--- src/rtl/addsub_bcd_scan.sv ---
// Sequential add/sub with serial double-dabble BCD conversion and a multiplexed seven-segment scan.
// Optional macro SIGNED_DISPLAY_EN: shows negative differences as sign + magnitude and adds the neg port.
module addsub_bcd_scan #(
  parameter int unsigned WIDTH    = 8,
  parameter int unsigned DIGITS   = 4,
  parameter int unsigned SCAN_DIV = 1000
) (
  input  logic              clk,
  input  logic              rst_n,
  input  logic              start,
  input  logic [WIDTH-1:0]  x,
  input  logic [WIDTH-1:0]  y,
  input  logic              sub,
  output logic              busy,
  output logic              done,
  output logic              carry,
  output logic [WIDTH:0]    result,
  output logic [6:0]        seg,
  output logic [DIGITS-1:0] an
`ifdef SIGNED_DISPLAY_EN
  ,
  output logic              neg
`endif
);

  localparam int unsigned CW = $clog2(WIDTH + 2);
  localparam int unsigned DW = (SCAN_DIV > 1) ? $clog2(SCAN_DIV) : 1;
  localparam int unsigned IW = (DIGITS > 1) ? $clog2(DIGITS) : 1;
  localparam int unsigned BW = 4 * DIGITS;

  typedef enum logic [1:0] {S_IDLE, S_ADD, S_CONV, S_DONE} state_t;

  state_t           r_state;
  logic [WIDTH-1:0] r_x, r_y;
  logic             r_sub;
  logic [WIDTH:0]   r_shift;
  logic [BW-1:0]    r_bcd;
  logic [CW-1:0]    r_cnt;
  logic [BW-1:0]    r_disp;
  logic [DW-1:0]    r_div;
  logic [IW-1:0]    r_idx;

  logic [WIDTH:0]   w_sum;
  logic [WIDTH:0]   w_load;
  logic [BW-1:0]    w_adj;
  logic [BW-1:0]    w_bcd_next;
  logic             w_last;
  logic [BW-1:0]    w_disp_next;
  logic             w_wrap;
  logic [IW-1:0]    w_idx_next;
  logic [3:0]       w_digit;
  logic [6:0]       w_seg_next;
  logic [DIGITS-1:0] w_an_next;

`ifdef SIGNED_DISPLAY_EN
  logic [WIDTH-1:0] w_mag;
  logic             r_neg_pend;
  logic             r_neg;
  logic             w_neg_next;
  assign neg = r_neg;
`endif

  function automatic logic [6:0] f_enc(input logic [3:0] d);
    case (d)
      4'd0:    f_enc = 7'h7E;
      4'd1:    f_enc = 7'h30;
      4'd2:    f_enc = 7'h6D;
      4'd3:    f_enc = 7'h79;
      4'd4:    f_enc = 7'h33;
      4'd5:    f_enc = 7'h5B;
      4'd6:    f_enc = 7'h5F;
      4'd7:    f_enc = 7'h70;
      4'd8:    f_enc = 7'h7F;
      4'd9:    f_enc = 7'h7B;
      default: f_enc = 7'h00;
    endcase
  endfunction

  always_comb begin
    w_sum = {1'b0, r_x} + {1'b0, (r_sub ? ~r_y : r_y)} + {{WIDTH{1'b0}}, r_sub};
`ifdef SIGNED_DISPLAY_EN
    w_mag  = r_y - r_x;
    w_load = (r_sub && !w_sum[WIDTH]) ? {1'b0, w_mag} : w_sum;
`else
    w_load = w_sum;
`endif
  end

  // Double-dabble step: correct nibbles >= 5, then shift in the next binary bit.
  always_comb begin
    w_adj = r_bcd;
    for (int unsigned i = 0; i < DIGITS; i++) begin
      if (r_bcd[4*i +: 4] >= 4'd5)
        w_adj[4*i +: 4] = r_bcd[4*i +: 4] + 4'd3;
    end
    w_bcd_next = (w_adj << 1) | BW'(r_shift[WIDTH]);
  end

  assign w_last = (r_state == S_CONV) && (r_cnt == CW'(WIDTH));

  always_ff @(posedge clk or negedge rst_n) begin
    if (!rst_n) begin
      r_state <= S_IDLE;
      busy    <= 1'b0;
      done    <= 1'b0;
      carry   <= 1'b0;
      result  <= '0;
      r_x     <= '0;
      r_y     <= '0;
      r_sub   <= 1'b0;
      r_shift <= '0;
      r_bcd   <= '0;
      r_cnt   <= '0;
      r_disp  <= '0;
`ifdef SIGNED_DISPLAY_EN
      r_neg_pend <= 1'b0;
      r_neg      <= 1'b0;
`endif
    end else begin
      done <= 1'b0;
      case (r_state)
        S_IDLE: begin
          if (start) begin
            r_x     <= x;
            r_y     <= y;
            r_sub   <= sub;
            busy    <= 1'b1;
            r_state <= S_ADD;
          end
        end
        S_ADD: begin
          result  <= w_sum;
          carry   <= w_sum[WIDTH];
          r_shift <= w_load;
          r_bcd   <= '0;
          r_cnt   <= '0;
`ifdef SIGNED_DISPLAY_EN
          r_neg_pend <= r_sub && !w_sum[WIDTH];
`endif
          r_state <= S_CONV;
        end
        S_CONV: begin
          r_bcd   <= w_bcd_next;
          r_shift <= r_shift << 1;
          r_cnt   <= r_cnt + CW'(1);
          if (w_last) begin
            done    <= 1'b1;
            r_disp  <= w_bcd_next;
`ifdef SIGNED_DISPLAY_EN
            r_neg   <= r_neg_pend;
`endif
            r_state <= S_DONE;
          end
        end
        default: begin
          busy    <= 1'b0;
          r_state <= S_IDLE;
        end
      endcase
    end
  end

  // seg/an are built from the post-edge index and display so they never lag a display update.
  always_comb begin
    w_disp_next = w_last ? w_bcd_next : r_disp;
    w_wrap      = (r_div == DW'(SCAN_DIV - 1));
    w_idx_next  = r_idx;
    if (w_wrap)
      w_idx_next = (r_idx == IW'(DIGITS - 1)) ? '0 : r_idx + IW'(1);
    w_digit    = w_disp_next[4*w_idx_next +: 4];
    w_seg_next = f_enc(w_digit);
`ifdef SIGNED_DISPLAY_EN
    w_neg_next = w_last ? r_neg_pend : r_neg;
    if (w_neg_next && (w_idx_next == IW'(DIGITS - 1)))
      w_seg_next = 7'h01;
`endif
    w_an_next = DIGITS'(1) << w_idx_next;
  end

  always_ff @(posedge clk or negedge rst_n) begin
    if (!rst_n) begin
      r_div <= '0;
      r_idx <= '0;
      an    <= DIGITS'(1);
      seg   <= 7'h7E;
    end else begin
      r_div <= w_wrap ? '0 : r_div + DW'(1);
      r_idx <= w_idx_next;
      an    <= w_an_next;
      seg   <= w_seg_next;
    end
  end

endmodule

--- config.mk ---
export PLATFORM = sky130hd
export DESIGN_NAME = addsub_bcd_scan
export DESIGN_NICKNAME = d
export VERILOG_FILES = /design/src/rtl/addsub_bcd_scan.sv
export SDC_FILE = /design/constraint.sdc
export NUM_CORES = 1
export LEC_CHECK = 0
export ABC_AREA = 1
export BUFFER_PORTS_ARGS = -buffer_cell sky130_fd_sc_hd__buf_2
export CAP_MARGIN = 30
export CORE_ASPECT_RATIO = 1.75
export CORE_MARGIN = 2
export CORE_UTILIZATION = 40
export CTS_BUF_LIST = sky130_fd_sc_hd__clkbuf_8
export CTS_CLUSTER_DIAMETER = 30
export DETAILED_ROUTE_END_ITERATION = 12
export GPL_ROUTABILITY_DRIVEN = 1
export PLACE_DENSITY_LB_ADDON = 0.15
export SYNTH_ARGS = -nofsm -noshare
export SYNTH_HDL_FRONTEND = slang
export SYNTH_SLANG_ARGS = --single-unit
--- constraint.sdc ---
create_clock -name clk -period 6.3 [get_ports clk]
set_input_delay 0.945 -clock clk [delete_from_list [all_inputs] [get_ports clk]]
set_output_delay 0.945 -clock clk [all_outputs]
set_load 0.02 [all_outputs]
==> flow_summary.yaml <==
sta:
  fmax_mhz: 355
  maxSlewHeadroom_pct: 38.2
  setup_viol: 0
  final.setup.tns_ns: 0
  min_period_ns: 2.82
  hold_viol: 0
  rsz0062_at_grt: "false"
  fin_worst_skew_ns: 0.0104
  period_share_pct: 44.7
  worst_pin_slew_ns: 0.928
  slew_violations: 0
global_routing:
  grt_remaining_overflow: 0
  grt_pass1_vias: 4041
  grt_start_max_net_pins: 56
  grt_antenna_before_repair: 0
  grt_first_pass_wirelength_um: 18200
  grt_use_total_pct: 16.1
power:
  internal_power_mw: 1.35
  ir_drop_mv: 0.332
  power.switching_mw: 0.985
  leakagePower_nw: 2.87
  pwr_density_cell_mw_per_mm2: 410
  sw_frac_of_total_pct: 42.1
  comb_power_share_pct: 46.3
  p_clk_share_pct: 16.2
  power_frac_seq_pct: 37.5
cells_and_area:
  drive_gt1_share_pct: 20.2
  nFillCells: 1284
  finalCoreUtilization_pct: 44.6
  diodes: 0
  nets: 655
  syn2layout_area_growth_pct: 10.4
critical_path:
  required_ns: 6.59
  crit_type: "reg2reg"
  cp-start-kind: "register"
  arrival_ns: 3.10
  crit_fanout: 29
  endpoint_kind: "register"
synth:
  synth_cells: 563
  yosys_most_used_dff: "dfrtp_1"
  ys_ff_latch: 98
  synth-seq-area-share_pct: 47.6
  synth_common_cells: "nand2_1, dfrtp_1, inv_1"
  yosys_warnings: 0
  synth_top_cell_area_share_pct: 44.1
  async_reset_ff_share_pct: 100
  synth_edf_count: 0
  yosysTopAreaCell: "dfrtp_1"
  postSynthAreaPerCell_um2: 9.18
  synth_most_common_cell: "nand2_1"
  synthTopCellsByArea: "dfrtp_1, nand2_1, ha_1"
  syn_nets: 613
  synth_cell_types: 43
  synthesis.area_mm2: 0.00517
place:
  place.gp.congestion: 0.803
  dp_hpwl_um: 7890
  port-buffer-count: 42
detailed_routing:
  vias_per_cell: 4.86
  drc: 0
  drt-total-wl_um: 10300
  detail-route-antenna-nets: 0
  vias: 3796
  drt_iter0_markers: 145
  wl_per_cell_um: 13.2
  first_pass_iters: 4
floorplan:
  pin_count: 43
  die_y_um: 154
  dieArea_mm2: 0.0139
  row_count: 55
  start_util_pct: 40.4
  core_area_mm2: 0.0128
  die_x_um: 89.9
cts:
  path_clk_slew_ns: 0.10
  cts_root_buf: "clkbuf_8"
  post_cts_resized: 0
  cts_buffers: 9
  clock-sinks: 98
  post_cts_buffers: 0
  clock_latency_ns: 0.37
  max-clock-path-buffers: 2
  cts_tree: "done"
  hold_buffers: 0
  cts_max_level: 3
run:
  maxCapViolCount: 0
min_path:
  hp-class: "reg2reg"
run_status:
  run_status: "finished clean"
-- flip-flops by register name (all words and copies together) (netlist names), 2 cells and up --
| signal | cells |
|---|---|
| r_x | 8 |
| r_state | 2 |
| r_disp | 16 |
| r_shift | 9 |
| result | 8 |
| r_bcd | 16 |
| r_y | 8 |
| an | 4 |
| seg | 7 |
| r_idx | 2 |
| r_div | 10 |
| r_cnt | 4 |
-- final cells by class --
class	count	area, um2	area share (%)
Sequential cell	98	2460	43.2
Tap cell	171	214	3.75
Multi-Input combinational cell	384	2360	41.4
Clock inverter	6	42.5	0.746
Inverter	69	267	4.67
Clock buffer	10	138	2.41
Timing Repair Buffer	43	220	3.86
-- path summary, 6_finish.rpt --
check	cells past startpoint	endpoint	slack, ns	startpoint
worst max register to register	6	r_shift[3]	3.48	r_state[1]
min in group asynchronous	1	r_div[0]	0.60	rst_n
max in group asynchronous	2	r_shift[7]	4.65	rst_n
worst max-delay path	6	r_shift[3]	3.48	r_state[1]
worst min register to register	1	r_div[0]	0.49	r_div[0]
worst min-delay path	1	r_div[0]	0.49	r_div[0]
-- through the flow --
| stage | hold WS [ns] | area (um2) | power (mW) | instances | setup slack, ns |
|---|---|---|---|---|---|
| 2_1_floorplan | 0.432 | 5170 | 1.72 | 563 | 4.09 |
| 3_3_place_gp | 0.463 | 5520 | 1.95 | 765 | 3.60 |
| 3_5_place_dp | 0.472 | 5520 | 1.99 | 765 | 3.43 |
| 4_1_cts | 0.497 | 5700 | 2.38 | 781 | 3.42 |
| 5_1_grt | 0.514 | 5700 | 2.56 | 781 | 3.08 |
| 6_report | 0.491 | 5700 | 2.34 | 781 | 3.48 |
-- cells by family (layout without fill, tap and decap cells) --
family	Yosys count	count (layout)	share of synthesized area [%]
buf+inv	81	128	6.68
simple gates	237	237	22.7
xor+xnor	16	16	2.71
fa+ha+maj	30	30	7.41
flops	98	98	47.6
mux	15	15	3.27
compound gates	86	86	9.64
-- layout by cell type (no fill, tap or decap), drive strengths merged, types with 3 or more instances in the layout --
cell type,Yosys,final
xnor2,6,6
clkinvlp,0,4
or2,5,5
mux2,15,15
nand2,145,145
xor2,10,10
o22ai,14,14
dfstp,7,7
ha,29,29
clkbuf,4,10
nor2,30,30
nand3,45,45
nor3,3,3
o211ai,5,5
inv,67,69
buf,8,43
nand4,8,8
o21bai,5,5
dfrtp,91,91
o21ai,36,36
a21oi,18,18
-- power by group through the flow --
stage | registers, mW | logic, mW | clock network (mW)
floorplan | 0.903 | 0.813 | 0
global placement | 0.887 | 1.07 | 0
detailed placement | 0.890 | 1.10 | 0
CTS | 0.879 | 1.11 | 0.397
global route | 0.897 | 1.24 | 0.424
finish | 0.876 | 1.08 | 0.379
-- critical path, cell delays in order (launching register included) --
cell      delay (ns)
dfrtp_1         0.41
inv_1           0.08
ha_1            0.90
clkinv_1        0.52
nor2_1          0.30
clkinv_1        0.27
o211ai_1        0.25
-- layer usage --
layer  track usage (%)  wire (um)
met2              31.8       5910
met1              16.3       3870
met3              3.26        335
met4              5.93        205
met5                 0          0
Power figures use the tool's default switching activity.
